<file path="src/rtl/mem_copy_dma.sv">
// mem_copy_dma: second bus master on the tiny16 memory port.
// Copies a block of words from src to dst, one word at a time, ascending.
// Each word takes four cycles: latch read address, read, latch write address, write.
module mem_copy_dma #(
    parameter int ADDR_WIDTH = 16,
    parameter int DATA_WIDTH = 16
) (
    input  logic                  clk,
    input  logic                  rst,
    input  logic                  start,
    input  logic [ADDR_WIDTH-1:0] src,
    input  logic [ADDR_WIDTH-1:0] dst,
    input  logic [ADDR_WIDTH-1:0] len,
    output logic                  busy,
    output logic                  done,
    output logic                  mem_addr_en,
    output logic [ADDR_WIDTH-1:0] mem_addr,
    output logic                  mem_in_en,
    output logic [DATA_WIDTH-1:0] mem_in,
    output logic                  mem_out_en,
    input  logic [DATA_WIDTH-1:0] mem_out
);

    typedef enum logic [2:0] {
        S_IDLE,
        S_RADDR,
        S_READ,
        S_WADDR,
        S_WRITE,
        S_DONE
    } state_t;

    localparam logic [ADDR_WIDTH-1:0] ONE = {{(ADDR_WIDTH-1){1'b0}}, 1'b1};

    state_t                  state, state_nx;
    logic [ADDR_WIDTH-1:0]   src_ptr, dst_ptr, count;
    logic [DATA_WIDTH-1:0]   buffer;

    // Write data is the captured word; it naturally holds its value between writes.
    assign mem_in = buffer;

    // State register; enables are decoded from state so reset drops them at once.
    always_ff @(posedge clk or posedge rst) begin
        if (rst) state <= S_IDLE;
        else     state <= state_nx;
    end

    // Pointer, count and data-capture registers.
    always_ff @(posedge clk or posedge rst) begin
        if (rst) begin
            src_ptr <= '0;
            dst_ptr <= '0;
            count   <= '0;
            buffer  <= '0;
        end else begin
            case (state)
                S_IDLE: begin
                    if (start) begin
                        src_ptr <= src;
                        dst_ptr <= dst;
                        count   <= len;
                    end
                end
                S_WADDR: buffer <= mem_out;
                S_WRITE: begin
                    src_ptr <= src_ptr + ONE;
                    dst_ptr <= dst_ptr + ONE;
                    count   <= count - ONE;
                end
                default: ;
            endcase
        end
    end

    // Next-state and bus-output decode; at most one enable per state.
    always_comb begin
        state_nx    = state;
        busy        = 1'b0;
        done        = 1'b0;
        mem_addr_en = 1'b0;
        mem_out_en  = 1'b0;
        mem_in_en   = 1'b0;
        mem_addr    = '0;
        case (state)
            S_IDLE: begin
                if (start) state_nx = (len == '0) ? S_DONE : S_RADDR;
            end
            S_RADDR: begin
                busy        = 1'b1;
                mem_addr_en = 1'b1;
                mem_addr    = src_ptr;
                state_nx    = S_READ;
            end
            S_READ: begin
                busy       = 1'b1;
                mem_out_en = 1'b1;
                state_nx   = S_WADDR;
            end
            S_WADDR: begin
                busy        = 1'b1;
                mem_addr_en = 1'b1;
                mem_addr    = dst_ptr;
                state_nx    = S_WRITE;
            end
            S_WRITE: begin
                busy      = 1'b1;
                mem_in_en = 1'b1;
                state_nx  = (count == ONE) ? S_DONE : S_RADDR;
            end
            S_DONE: begin
                done     = 1'b1;
                state_nx = S_IDLE;
            end
            default: state_nx = S_IDLE;
        endcase
    end

endmodule

</file>
<file path="config.mk">
export PLATFORM = sky130hd
export DESIGN_NAME = mem_copy_dma
export DESIGN_NICKNAME = d
export VERILOG_FILES = /design/src/rtl/mem_copy_dma.sv
export SDC_FILE = /design/constraint.sdc
export NUM_CORES = 1
export LEC_CHECK = 0
export CAP_MARGIN = 10
export CORE_MARGIN = 4
export CORE_UTILIZATION = 45
export CTS_CLUSTER_DIAMETER = 150
export DETAILED_ROUTE_END_ITERATION = 10
export PLACE_DENSITY = 0.82
export SLEW_MARGIN = 40
export SYNTH_ARGS = -nofsm -noshare
export SYNTH_HDL_FRONTEND = slang
export SYNTH_SLANG_ARGS = --single-unit
</file>
<file path="constraint.sdc">
create_clock -name clk -period 2 [get_ports clk]
set_input_delay 0.3 -clock clk [delete_from_list [all_inputs] [get_ports clk]]
set_output_delay 0.3 -clock clk [all_outputs]
set_load 0.1 [all_outputs]
</file>
==> flow_summary.yaml, run 1 <==
yosys:
  synthTopCellsByArea: "dfrtp_1 (39%), mux2i_1 (5.6%), nor2_1 (4.7%), mux2_2 (4.5%), a21oi_1 (4.0%)"
  syn_avg_cell_area_um2: 8.98
  synthCells: 476
  async_flop_share: 1.00
  synth_area_um2: 4270
  synth_cell_types: 70
  netlist.area_leader.share: 0.392
  yosysSeqAreaShare: 0.392
  synth_commonest_cells: "dfrtp_1 (67), nor2_1 (53), a21oi_1 (34)"
  synth-seq-cells: 67
  syn_nets: 547
  synth_edf_count: 0
  yosysTopAreaCell: "dfrtp_1"
  synth_flop_cell: "dfrtp_1"
  yosysMostFrequentCell: "dfrtp_1"
  ys_warn_count: 0
global_routing:
  grt.overflow.total: 0
  grt_max_degree: 68
  grt_pass1_wl_um: 20900
  grt_pass1_vias: 4068
  antenna_found_initial: 0
  grt_usage: 0.232
timing:
  rsz0062_at_grt: "yes"
  fin_skew_ns: 0.00936
  worst_hold_slack_ns: 0.341
  drv_slew: 0
  fmax_ghz: 0.514
  period_minus_slack_ns: 1.95
  slew-limit-headroom: 0.641
  period_share: 0.973
  finalSetupViolCount: 0
  worst_slew_pin_slew_ns: 0.536
  hold_viol: 0
placed_design:
  hpwl_um: 9260
  portBuffers: 103
  placed_cells: 695
  gp_congestion: 0.918
floorplanning:
  row_count: 35
  die_w_um: 105
  core_um2: 9240
  start_util: 0.463
  die_area_um2: 11100
  fp.dieH_um: 105
  num_io_pins: 104
final_layout:
  syn2layout_area_growth_pct: 41.1
  n_antenna_cell: 0
  fin_cells: 716
  layout-drive-gt1-share: 0.257
  fin_nets: 653
  fin_util: 0.653
worst_setup_path:
  rr_worst_depth: 6
  timing.critical_path.from_type: "register"
  path_cells: "nor2_2, buf_4, xnor2_2, buf_12"
  crit_path_end: "busy"
  slowest_stage: "dfrtp_2"
  cpPeakStageDelay_ns: 0.46
  setup.worst_path.start: "state[1]"
  r2r-start: "count[1]"
  worstPathArrival_ns: 1.65
  required_ns: 1.70
  path_class: "register to primary output"
  path_max_fanout: 6
  regToRegSetupSlack_ns: 0.09
  regToRegEndpoint: "count[8]"
  critPathCaptureType: "primary output"
drt:
  drt-vias-per-instance: 5.99
  drc_errors: 0
  detail-route-antenna-nets: 0
  route.detailed.wl_per_inst_um: 17.9
  first_pass_iters: 6
  vias: 4286
  first_iter_violations: 344
  finalWirelength_um: 12800
clock_network:
  cts_tree: "yes"
  cts_buffers: 9
  htreeDepth: 3
  clkLatencyLatePin_ns: 0.35
  cts.clk_slew.worst_paths_ns: 0.08
  clk_path_buf_depth: 2
  cts_sinks: 67
  root_buffer: "clkbuf_8"
status:
  outcome: "finished, final reports clean"
hold_path:
  hold_path.class: "input port to async pin"
flow_run:
  maxCapViolations: 0
-- final cells by class --
type                       instances  area [µm²]
sequential                        67        1680
inverter                          11        53.8
clock buffer                       9         124
fill                             743        3210
timing repair buffer             135        1490
tap                              129         161
multi-input combinational        358        2470
clock inverter                     7        45.0
-- sequential cells by signal, indices dropped and copies added, names as in the netlist --
signal	cells
mem_in	16
src_ptr	16
dst_ptr	16
state	3
count	16
-- metrics by stage --
step | instance area [µm²] | setup WS (ns) | setup TNS (ns)
2_1_floorplan | 4380 | -0.194 | -0.194
3_3_place_gp | 5800 | 0.0977 | 0
3_5_place_dp | 5800 | 0.0997 | 0
4_1_cts | 6000 | 0.0126 | 0
5_1_grt | 6030 | -0.00573 | -0.00981
6_report | 6030 | 0.0533 | 0
-- worst min-delay path by stage --
stage	to	depth (start not counted)	slack (ns)	start
3_3_place_gp	mem_in[10]	1	0.49	mem_in[10]
2_1_floorplan	mem_in[10]	1	0.45	mem_out[10]
3_5_place_dp	mem_in[11]	1	0.50	mem_in[11]
6_report	mem_in[9]	3	0.34	rst
4_1_cts	mem_in[9]	3	0.35	rst
5_1_grt	mem_in[9]	3	0.36	rst
-- critical path: cells and delay by family, from the launching register on --
family / cells / cell delay (ns)
flip-flops: 1 / 0.46
buffers and inverters: 2 / 0.41
AND/OR/NAND/NOR: 1 / 0.29
XOR/XNOR: 1 / 0.13
-- cell families after synthesis --
family                   Yosys count  synth area share
AND/OR/NAND/NOR                  179             0.227
AO/OA/AOI/OAI                    132             0.208
flip-flops                        67             0.392
buffers and inverters             51            0.0556
multiplexers                      41             0.101
adder cells (fa/ha/maj)            4            0.0117
XOR/XNOR                           2           0.00410
-- per-layer routing --
metal,vias up,wire length (µm),global-route usage
met3,25,888,0.0423
met5,-,0,0
met2,211,6220,0.375
met4,0,269,0.0722
li1,2002,-,-
met1,2048,5460,0.317
-- cells in the final DEF, fill, tap and decap left out, types with 7 or more instances in the layout --
master	n
clkdlybuf4s50_1	66
dfrtp_1	64
buf_4	43
nor2_1	35
a21oi_1	34
nand2_1	29
o22ai_1	26
buf_12	24
mux2i_1	23
nor3_1	19
o21ai_0	18
mux2_2	17
nand3_1	14
nor2_4	12
a311oi_1	10
o22a_1	10
nor2_2	9
and3_1	9
clkbuf_8	9
nand4_1	8
nor4_1	8
inv_1	7
-- timing repair --
item                                    4_1_cts  5_1_grt
buffers inserted                              1        5
pin swaps                                     0        1
hold buffers                                  0        0
resized for setup                             9        4
endpoints found under the setup margin       18       11
Power of run 1 is not shown: default switching activity piles up to over one toggle a cycle in this logic, so the estimate is an artifact.
==> run 2, diff against run 1 <==
Settings changed: ABC_AREA set to 1, CORE_UTILIZATION 45 to 46.
==> flow_summary.yaml, run 2 <==
floorplanning:
  core_um2: 9370
  row_count: 35
  fp.dieH_um: 107
  die_area_um2: 11400
  die_w_um: 107
  start_util: 0.478
  num_io_pins: 104
drt:
  route.detailed.wl_per_inst_um: 15.8
  vias: 4869
  drc_errors: 0
  first_pass_iters: 5
  finalWirelength_um: 14100
  first_iter_violations: 368
  drt-vias-per-instance: 5.46
  detail-route-antenna-nets: 0
placed_design:
  portBuffers: 103
  hpwl_um: 10000
  gp_congestion: 0.938
final_layout:
  syn2layout_area_growth_pct: 41.3
  layout-drive-gt1-share: 0.161
  fin_util: 0.676
  fillerInstances: 774
  most-common-layout-cells: "nand2_1 (176), nor2_1 (105), inv_1 (77), clkdlybuf4s50_1 (66), dfrtp_1 (65)"
  fin_nets: 831
  regArea_um2: 1680
  n_antenna_cell: 0
  layout_commonest_cell: "nand2_1"
  multi_input_area_um2: 2590
worst_setup_path:
  slowest_stage: "dfrtp_2"
  worstPathArrival_ns: 1.65
  regToRegEndpoint: "src_ptr[2]"
  cpPeakStageDelay_ns: 0.46
  path_max_fanout: 9
  critPathCaptureType: "primary output"
  regToRegSetupSlack_ns: 0.25
  timing.critical_path.from_type: "register"
  crit_path_end: "busy"
  setup.worst_path.start: "state[1]"
  path_cells: "inv_2, nand3_4, buf_12, nand4_1, buf_12"
  path_class: "register to primary output"
  cpMostUsedCell: "buf_12"
  required_ns: 1.70
  r2r-start: "state[0]"
  rr_worst_depth: 7
clock_network:
  htreeDepth: 3
  clk_path_buf_depth: 2
  cts_sinks: 67
  cts.clk_slew.worst_paths_ns: 0.07
  cts_tree: "yes"
  clkLatencyLatePin_ns: 0.34
  cts_buffers: 9
  cts.hold.buffers_added: 0
  root_buffer: "clkbuf_8"
global_routing:
  grt.overflow.total: 0
  grt_max_degree: 68
  grt_pass1_vias: 4569
  antenna_found_initial: 0
  grt_pass1_wl_um: 22400
  grt_usage: 0.245
yosys:
  syn_avg_cell_area_um2: 6.85
  synth_flop_cell: "dfrtp_1"
  synth_commonest_cells: "nand2_1 (176), nor2_1 (106), inv_1 (78)"
  synth-seq-cells: 67
  netlist.area_leader.share: 0.374
  synth_cell_types: 30
  synthCells: 654
  yosysSeqAreaShare: 0.374
  async_flop_share: 1.00
  syn_nets: 725
  yosysTopAreaCell: "dfrtp_1"
  yosysMostFrequentCell: "nand2_1"
  synthTopCellsByArea: "dfrtp_1 (37%), nand2_1 (15%), nor2_1 (8.9%), inv_1 (6.5%), nand3_1 (5.2%)"
  synth_area_um2: 4480
  ys_warn_count: 0
  synth_edf_count: 0
flow_run:
  maxCapViolations: 0
timing:
  slew-limit-headroom: 0.660
  fin_skew_ns: 0.00979
  drv_slew: 0
  worst_slew_pin_slew_ns: 0.508
  hold_viol: 0
  period_minus_slack_ns: 1.95
  fmax_ghz: 0.513
  rsz0062_at_grt: "no"
  period_share: 0.975
  finalSetupViolCount: 0
status:
  outcome: "finished, final reports clean"
hold_path:
  hold_path.class: "input port to async pin"
run 2: cell count changes in the layout (fill, tap and decap cells not counted), moves of 22 or more:
cell / previous run / this run
inv_1: 7 / 77
mux2i_1: 23 / 0
nand2_1: 29 / 176
nand3_1: 14 / 46
nor2_1: 35 / 105
o21ai_0: 18 / 40
run 2: kinds of logic after synthesis:
kind of cell	Yosys count	share of synthesized area
buffers and inverters	108	0.108
AO/OA/AOI/OAI	100	0.122
adder cells (fa/ha/maj)	4	0.0112
multiplexers	16	0.0494
XOR/XNOR	1	0.00195
AND/OR/NAND/NOR	358	0.334
flip-flops	67	0.374
run 2: per-stage QoR:
step           setup TNS [ns]  std cells  setup slack (ns)  cell area [µm²]  hold slack (ns)
2_1_floorplan           -1.99        654            -0.590             4750            0.431
3_3_place_gp                0        872             0.292             6080            0.478
3_5_place_dp                0        872             0.203             6080            0.488
4_1_cts                     0        889            0.0103             6270            0.367
6_report                    0        892            0.0500             6330            0.337
5_1_grt                     0        892           0.00527             6330            0.372
run 2: repair_timing:
action                                  4_1_cts  5_1_grt
resized for setup                             1        3
buffers inserted                              3        1
endpoints found under the setup margin       11        1
cloned                                        0        2
pin swaps                                     0        0
run 2: how the worst min path moves through the flow:
| stage | from | end | slack [ns] | cells after the start |
|---|---|---|---|---|
| final | rst | mem_in[0] | 0.34 | 3 |
| after global placement | src_ptr[15] | src_ptr[15] | 0.48 | 2 |
| after global routing | rst | mem_in[13] | 0.37 | 3 |
| after CTS | rst | src_ptr[14] | 0.37 | 3 |
| after detailed placement | src_ptr[15] | src_ptr[15] | 0.49 | 2 |
| after floorplan | len[4] | count[4] | 0.43 | 2 |
run 2: layer usage:
layer / share of wire / up-vias / global-route usage / wire, µm
li1: - / 2319 / - / -
met1: 0.38 / 2275 / 0.308 / 5410
met2: 0.51 / 231 / 0.428 / 7220
met3: 0.079 / 44 / 0.0476 / 1120
met4: 0.025 / 0 / 0.0694 / 358
met5: 0 / - / 0 / 0
run 2: final cells by class:
| cell class | count | share of cell area |
|---|---|---|
| Clock buffer | 12 | 0.0245 |
| Clock inverter | 2 | 0.00198 |
| Inverter | 82 | 0.0486 |
| Multi-Input combinational cell | 479 | 0.410 |
| Sequential cell | 67 | 0.265 |
| Tap cell | 129 | 0.0255 |
| Timing Repair Buffer | 121 | 0.225 |
run 2: critical path, delay by kind of cell, from the launching register on:
family                 cells  cell delay (ns)
and+or+nand+nor            2             0.31
DFF                        1             0.46
buffers and inverters      3             0.53
Power of run 2 is left out for the same reason.
==> run 3, diff against run 2 <==
Settings changed: ABC_AREA 1 to unset, CORE_UTILIZATION 46 to 45.
==> results of run 3 <==
No change in the layout: final DEF, timing and power equal those of run 1.
Power of run 3 is left out for the same reason.
